--- src/rtl/writeback_arbiter.sv ---
// Shares the regfile write port between writeback and multdiv; WB_STARVE_GUARD_EN enables the starve counter/stall_pipe.
// Port outputs are zero-latency; a colliding multdiv result parks in a one-entry hold buffer and md_ready drops until it drains.
module writeback_arbiter #(
  parameter logic [31:0] MUL_STATUS   = 32'd4,
  parameter logic [31:0] DIV_STATUS   = 32'd5,
  parameter int unsigned STARVE_LIMIT = 4
) (
  input  logic        clock,
  input  logic        reset,
  input  logic        pipe_we,
  input  logic [4:0]  pipe_reg,
  input  logic [31:0] pipe_data,
  input  logic        md_valid,
  input  logic [4:0]  md_reg,
  input  logic [31:0] md_data,
  input  logic        md_exception,
  input  logic        md_is_div,
  output logic        md_ready,
  output logic        ctrl_writeEnable,
  output logic [4:0]  ctrl_writeReg,
  output logic [31:0] data_writeReg,
  output logic        stall_pipe
);

  typedef enum logic {IDLE, HOLD} state_t;

  state_t      state, state_next;
  logic [4:0]  hold_reg;
  logic [31:0] hold_data;
  logic        capture;
  logic        pipe_wr;
  logic [4:0]  md_reg_eff;
  logic [31:0] md_data_eff;
  logic        port_we;
  logic [4:0]  port_reg;
  logic [31:0] port_data;

  assign pipe_wr     = pipe_we && (pipe_reg != 5'd0);
  assign md_reg_eff  = md_exception ? 5'd30 : md_reg;
  assign md_data_eff = md_exception ? (md_is_div ? DIV_STATUS : MUL_STATUS) : md_data;

  always_comb begin
    state_next = state;
    capture    = 1'b0;
    port_we    = 1'b0;
    port_reg   = 5'd0;
    port_data  = 32'd0;
    if (reset) begin
      state_next = IDLE;
    end else begin
      case (state)
        IDLE: begin
          if (pipe_wr) begin
            port_we   = 1'b1;
            port_reg  = pipe_reg;
            port_data = pipe_data;
            // Same destination as the younger pipe write: the md value is dead (WAW).
            if (md_valid && (md_reg_eff != 5'd0) && (md_reg_eff != pipe_reg)) begin
              capture    = 1'b1;
              state_next = HOLD;
            end
          end else if (md_valid && (md_reg_eff != 5'd0)) begin
            port_we   = 1'b1;
            port_reg  = md_reg_eff;
            port_data = md_data_eff;
          end
        end
        HOLD: begin
          if (!pipe_wr) begin
            port_we    = 1'b1;
            port_reg   = hold_reg;
            port_data  = hold_data;
            state_next = IDLE;
          end else begin
            port_we   = 1'b1;
            port_reg  = pipe_reg;
            port_data = pipe_data;
            if (pipe_reg == hold_reg) state_next = IDLE;
          end
        end
        default: state_next = IDLE;
      endcase
    end
  end

  always_ff @(posedge clock) begin
    if (reset) begin
      state     <= IDLE;
      hold_reg  <= 5'd0;
      hold_data <= 32'd0;
    end else begin
      state <= state_next;
      if (capture) begin
        hold_reg  <= md_reg_eff;
        hold_data <= md_data_eff;
      end else if (state_next == IDLE) begin
        hold_reg  <= 5'd0;
        hold_data <= 32'd0;
      end
    end
  end

  assign md_ready         = (state == IDLE) && !reset;
  assign ctrl_writeEnable = port_we;
  assign ctrl_writeReg    = port_reg;
  assign data_writeReg    = port_data;

`ifdef WB_STARVE_GUARD_EN
  localparam logic [3:0] LIMIT = 4'(STARVE_LIMIT);

  logic       blocked;
  logic [3:0] starve_cnt, starve_next;
  logic       stall_q;

  // Blocked means parked result lost the port to a write of a different register.
  assign blocked     = !reset && (state == HOLD) && pipe_wr && (pipe_reg != hold_reg);
  assign starve_next = !blocked ? 4'd0 :
                       (starve_cnt == 4'hF) ? starve_cnt : starve_cnt + 4'd1;

  always_ff @(posedge clock) begin
    if (reset) begin
      starve_cnt <= 4'd0;
      stall_q    <= 1'b0;
    end else begin
      starve_cnt <= starve_next;
      stall_q    <= blocked && (starve_next >= LIMIT);
    end
  end

  assign stall_pipe = stall_q && !reset;
`else
  assign stall_pipe = 1'b0;
`endif

endmodule

--- config.mk ---
export PLATFORM = sky130hd
export DESIGN_NAME = writeback_arbiter
export DESIGN_NICKNAME = d
export VERILOG_FILES = /design/src/rtl/writeback_arbiter.sv
export SDC_FILE = /design/constraint.sdc
export NUM_CORES = 1
export LEC_CHECK = 0
export CAP_MARGIN = 20
export CORE_UTILIZATION = 34
export CTS_CLUSTER_SIZE = 25
export DETAILED_ROUTE_END_ITERATION = 10
export PLACE_DENSITY = 0.69
export SYNTH_ARGS = -nofsm -noshare
export SYNTH_HDL_FRONTEND = slang
export SYNTH_SLANG_ARGS = --single-unit
--- constraint.sdc ---
create_clock -name clock -period 1.88 [get_ports clock]
set_input_delay 0.188 -clock clock [delete_from_list [all_inputs] [get_ports clock]]
set_output_delay 0.188 -clock clock [all_outputs]
set_load 0.03 [all_outputs]
==> results by group, run 1 <==
Timing
  – Hold Vio Cnt, Final: 0
  – Setup WS post-layout: -137 ps
  – Fin. max-slew vios: 0
  – Min Tclk post-route: approximately 2000 ps
  – Clock Skew: between 3 and 4 ps
  – RSZ-0062 raised after global routing: yes
  – # setup viols final: 37
  – Crit share post-route: 1.07
  – Sum of negative setup slack: -2520 ps
  – F_max: ~500 MHz

Clocking
  – Clock-pin slew on the worst setup and hold paths: 70 ps
  – Htree depth: 2
  – Clk_lat worst skew: around 280 ps
  – Clock buffer depth: 2
  – TritonCTS clock tree: yes
  – Hold buffers post-CTS: 0
  – Root Driver: clkbuf_8
  – Sinks on Clock Net: 38
  – CTS Buf Count: 5

Layout
  – Fin nets: roughly 600
  – Area delta synth->final: 81.7%
  – Register Area: about 760 sq um
  – Max reg flops: 32
  – Share of cells above drive strength 1: 0.314
  – Commonest non-fill, non-tap cell in the layout: clkdlybuf4s50_1
  – Ant diodes: 0
  – Multi-input logic area: around 1900 sq um
  – Finished Layout Cells: 615
  – Most frequent cells in the layout: 69 x clkdlybuf4s50_1, 65 x buf_4, 56 x nand2_1
  – Fill cell count: 612

Worst setup path
  – Setup crit end kind: output port
  – Worst path slowest cell: o41ai_4
  – CP required: roughly 1700 ps
  – Worst Path Max Fanout: 5
  – Setup crit start kind: primary input
  – Crit-path max cell delay: slightly below 400 ps
  – Crit path cell chain: buf_6 -> or2_4 -> o41ai_4 -> buf_6 -> buf_12 -> buf_8 -> buf_12 -> nand2_1 -> a21oi_1 -> nor2_1 -> buf_4
  – Buf+Inv Stages, Crit Path: 6
  – CP top delay family: buffers and inverters
  – CP arrival: between 1500 and 2000 ps
  – Critical path class: in -> out

Power
  – P_leak: approximately 1.9 nW
  – Worst VDD drop: ~0.25 mV
  – Tot Pwr: 2.39 mW
  – PwrDens: around 510 nW/um^2

Logic synthesis
  – Area leader, netlist: dfxtp_1
  – Post-synthesis xor/xnor area fraction: 0.0270
  – Syn Inst Count: ~370
  – Yosys warnings: 0
  – Most used DFF post-synth: dfxtp_1
  – Multiplexer share of the synthesized area: 0.00385
  – Cell Area, Synth: around 2600 sq um
  – Synth Area in Compound Gates: 0.318
  – Synth Area per Inst: about 7.1 sq um
  – Synth Area in Simple Gates: 0.287
  – Register area share after synthesis: 0.293
  – #FFs+latches synth: 38
  – Asr flop ratio synth: 0
  – Library cells used by synthesis: 38
  – Largest cells by area after synthesis: dfxtp_1 29%, o2bb2ai_1 11%, nand2_1 9.7%
  – Synthesized net count: 447
  – Adder-cell share of the synthesized area: 0
  – Yosys top cell area share: 0.293
  – Largest family of logic cells by synthesized area: compound AO/OA/AOI/OAI gates
  – Post-synth EDFFs: 0

Die
  – Core ar.: about 7300 sq um
  – Starting Density: 0.354
  – Die ar.: approximately 8000 sq um
  – Die span in y: between 80 and 90 um
  – Io pins: 120
  – Std-Cell Rows: 31
  – Chip width: 89.4 um

Run status
  – Status: finished with violations
  – Failing checks: setup timing

Worst hold path
  – Min-delay worst type: reg -> reg

Detailed routing
  – Via count of the routed design: 3,180
  – DRC violations left: 0
  – Initial drt markers: between 100 and 150
  – Drt wl/cell: about 15 um
  – Final ANT Viol Nets: 0
  – DR vias/cell: between 5 and 6
  – DRT Pass-1 Iters: 4
  – Post-Route WL: 9250 um

Global routing
  – Vias in the first global route: between 3,000 and 4,000
  – Initial antenna violation count: 0
  – Total GRT Usage: 0.234
  – Global-route wire length before repair: 14,400 um
  – Total gr overflow: 0
  – Pin count of the biggest net entering global routing: 27

Placed design
  – Gpl congestion: around 0.85
  – Input/output buffers: about 120
  – Dpl cells: 585
  – HPWL after DPL: 5880 um

Run
  – Maxcap violations: 0
## metrics by stage
step / util / hold slack [ps] / instance area, sq um / setup WS (ps)
floorplan: - / 330 / 2620 / 35.2
global placement: 0.543 / 443 / 3980 / -471
detailed placement: 0.543 / 452 / 3980 / -481
CTS: 0.631 / 460 / 4620 / -120
global route: 0.644 / 478 / 4720 / -196
finish: 0.644 / 460 / 4720 / -137
## synthesized netlist by cell type, types with 2 or more instances
cell       number
nor2_2          2
nand2b_1        2
a31oi_1         3
a221oi_1        2
a22o_1          2
a211oi_1        2
nand3_1         3
nor2_1         43
o2bb2ai_1      32
nand2_1        67
xnor2_1         8
or2_1           2
a21o_1          2
buf_4           2
o22ai_1         2
inv_1           3
buf_6           5
a21oi_1        34
dfxtp_1        38
nor3_1          5
nor2b_1        34
buf_2           8
o21ai_0        36
clkbuf_1       16
## layout make-up
class | instances | area share
flip-flops and latches | 38 | 0.161
clock buffers | 6 | 0.0175
well taps | 99 | 0.0262
multi-input cells | 295 | 0.401
repair buffers | 174 | 0.392
inverters | 3 | 0.00239
## power breakdown
part           internal (mW)  total [mW]  switching, mW  leakage, nW
combinational          0.513        1.00          0.487         1.52
clock                  0.283       0.553          0.270       0.0431
sequential             0.823       0.835         0.0114        0.308
total                   1.62        2.39          0.768         1.87
## logic make-up after synthesis
kind of cell           count (synthesis)
flip-flops                            38
AO/OA/AOI/OAI                        122
buffers and inverters                 34
XOR/XNOR                               8
other                                  1
AND/OR/NAND/NOR                      163
multiplexers                           1
## metal layers
metal / part of all wire / wire, um / global-route usage
met1: 0.44 / 4030 / 0.285
met2: 0.51 / 4680 / 0.430
met3: 0.045 / 421 / 0.0379
met4: 0.012 / 113 / 0.0548
met5: 0 / 0 / 0
## worst register-to-register path: stages (launching register included)
cell	delay (ps)
dfxtp_2	370
nand2b_4	170
a31oi_4	190
buf_12	150
nand3_2	100
nor2_4	220
buf_12	180
o2bb2ai_1	130
## path summary, 6_finish.rpt
check | from | to | slack (ps) | cells past startpoint
worst max-delay path | pipe_reg[0] | data_writeReg[16] | -140 | 11
worst min-delay path | hold_data[27]$_SDFFE_PP0P_ | hold_data[27]$_SDFFE_PP0P_ | 460 | 2
worst max register to register | state$_SDFF_PP0_ | hold_data[14]$_SDFFE_PP0P_ | 300 | 7
worst min register to register | hold_data[27]$_SDFFE_PP0P_ | hold_data[27]$_SDFFE_PP0P_ | 460 | 2
## timing repair
| action | in CTS | in global routing |
|---|---|---|
| setup endpoints to repair | 38 | 37 |
| resized for setup | 96 | 28 |
| pin swaps | 21 | 10 |
| gates cloned | 9 | 0 |
| setup buffers | 16 | 2 |
No activity file was read; power rests on OpenSTA's default activity.
==> run 2, diff against run 1 <==
--- a/config.mk
+++ b/config.mk
@@ -6,10 +6,11 @@
 export NUM_CORES = 1
 export LEC_CHECK = 0
 export CAP_MARGIN = 20
-export CORE_UTILIZATION = 34
+export CORE_UTILIZATION = 35
 export CTS_CLUSTER_SIZE = 25
 export DETAILED_ROUTE_END_ITERATION = 10
-export PLACE_DENSITY = 0.69
+export GPL_TIMING_DRIVEN = 0
+export PLACE_DENSITY = 0.71
 export SYNTH_ARGS = -nofsm -noshare
 export SYNTH_HDL_FRONTEND = slang
 export SYNTH_SLANG_ARGS = --single-unit
==> run 2 against run 1 <==
  * The flow still finishes with violations (setup timing)
  * Design area fell by 9.4%
  * First-iteration DRC count down 28%
  * Worst hold slack lost 93 ps
  * Non-clock buffer count down 5
  * Sequential power is essentially flat
  * Highest routed layer unchanged
  * Fmax increased by 6.9%
  * Worst setup slack improved by 130 ps
  * Critical path type unchanged
  * Clock power down 4.9%
==> results by group, run 2 (same netlist as run 1, synthesis figures left out) <==
Worst setup path
  – CP arrival: 1700 ps
  – Setup crit end kind: output port
  – Critical path class: in -> out
  – Worst Path Max Fanout: 8
  – Setup crit start kind: primary input
  – CP required: 1690 ps
  – Reg2Reg Setup Slack: 190 ps

Layout
  – Ant diodes: 0
  – Fin nets: approximately 590
  – Area delta synth->final: 64.5%
  – Share of cells above drive strength 1: 0.242
  – Most frequent cells in the layout: 65 x nand2_1, 65 x clkdlybuf4s50_1, 46 x buf_4
  – Max reg flops: 32
  – Finished Layout Cells: just over 600
  – Multi-input logic area: 1760 sq um
  – Finished Core Util: 0.592
  – Register Area: ~760 sq um
  – Final instance area: 4270 sq um
  – Fill cell count: roughly 740

Timing
  – # setup viols final: 2
  – Setup WS post-layout: -6.69 ps
  – RSZ-0062 raised after global routing: yes
  – Sum of negative setup slack: -7.10 ps
  – Hold_ws: 366 ps
  – Crit share post-route: 1.00
  – Relative slew margins: 0.662
  – Hold Vio Cnt, Final: 0
  – Clock Skew: 9.51 ps
  – F_max: between 500 and 600 MHz
  – Fin. max-slew vios: 0
  – Worst-Margin Slew: around 510 ps
  – Min Tclk post-route: roughly 1900 ps

Die
  – Starting Density: 0.360
  – Std-Cell Rows: 31
  – Die span in y: between 80 and 90 um
  – Io pins: 120
  – Core ar.: 7210 sq um
  – Die ar.: roughly 8000 sq um
  – Chip width: 88.1 um

Global routing
  – Total gr overflow: 0
  – Vias in the first global route: between 2,000 and 3,000
  – Global-route wire length before repair: approximately 14,000 um
  – Pin count of the biggest net entering global routing: 11
  – Initial antenna violation count: 0
  – Total GRT Usage: 0.236

Clocking
  – Htree depth: 2
  – CTS Buf Count: 5
  – Sinks on Clock Net: 38
  – Clk_lat worst skew: approximately 290 ps
  – TritonCTS clock tree: yes
  – Root Driver: clkbuf_8
  – Clock buffer depth: 2
  – Hold buffers post-CTS: 0
  – Clock-pin slew on the worst setup and hold paths: approximately 80 ps

Placed design
  – Input/output buffers: roughly 120
  – Dpl cells: 582
  – HPWL after DPL: roughly 6200 um
  – Pre-CTS setup slack: -1240 ps
  – Placement Cell Area: approximately 3900 sq um
  – Gpl congestion: slightly above 0.8

Detailed routing
  – Final ANT Viol Nets: 0
  – Via count of the routed design: between 3,000 and 4,000
  – Drt wl/cell: between 10 and 15 um
  – Post-Route WL: around 9000 um
  – DRC violations left: 0
  – DR vias/cell: just over 5
  – Initial drt markers: between 80 and 90
  – DRT Pass-1 Iters: 6

Worst hold path
  – Min-delay worst type: in -> reg

Power
  – Tot Pwr: about 2.2 mW
  – Worst VDD drop: approximately 0.37 mV
  – PwrDens: roughly 520 nW/um^2
  – P_leak: 1.73 nW

Run status
  – Status: finished with violations
  – Failing checks: setup timing

Run
  – Maxcap violations: 0
run 2: changes by cell type in the layout (fill, tap and decap cells not counted), sizes merged:
cell           delta
clkbuf           +13
clkdlybuf4s15     -1
clkdlybuf4s50     -4
bufbuf            -1
buf              -12
dlymetal6s2s      +1
run 2: final timing paths:
path,start,endpoint,cells past startpoint
hold reg to reg,hold_data[22]$_SDFFE_PP0P_,hold_data[22]$_SDFFE_PP0P_,2
setup reg to reg,state$_SDFF_PP0_,hold_data[13]$_SDFFE_PP0P_,8
setup / recovery,pipe_reg[0],ctrl_writeReg[2],8
hold / removal,md_reg[2],hold_reg[2]$_SDFFE_PP0P_,3
run 2: worst max-delay path, cell delays in order:
cell      delay [ps]
buf_8            100
or2_4            250
buf_4            130
o41a_1           300
buf_4            180
a211oi_1         280
nor3_2            80
buf_4            190
run 2: what timing repair did:
item | 4_1_cts | 5_1_grt
pin swaps | 13 | 14
resized for setup | 285 | 58
setup buffers | 16 | 3
cloned | 4 | 0
endpoints found under the setup margin | 75 | 39
run 2: layer usage:
metal  track usage  routed length (um)
met1         0.308                4080
met5             0                   0
met3        0.0471                 457
met2         0.399                4360
met4        0.0557                  85
run 2: layout make-up:
| cell class | instances | share of cell area |
|---|---|---|
| Buffer | 30 | 0.0583 |
| Clock buffer | 7 | 0.0179 |
| Inverter | 3 | 0.00263 |
| Multi-Input combinational cell | 295 | 0.411 |
| Sequential cell | 38 | 0.179 |
| Tap cell | 99 | 0.0290 |
| Timing Repair Buffer | 139 | 0.302 |
run 2: where the power goes:
group	switching [mW]	internal [mW]
sequential	0.00927	0.823
clock	0.270	0.255
combinational	0.454	0.421
total	0.733	1.50
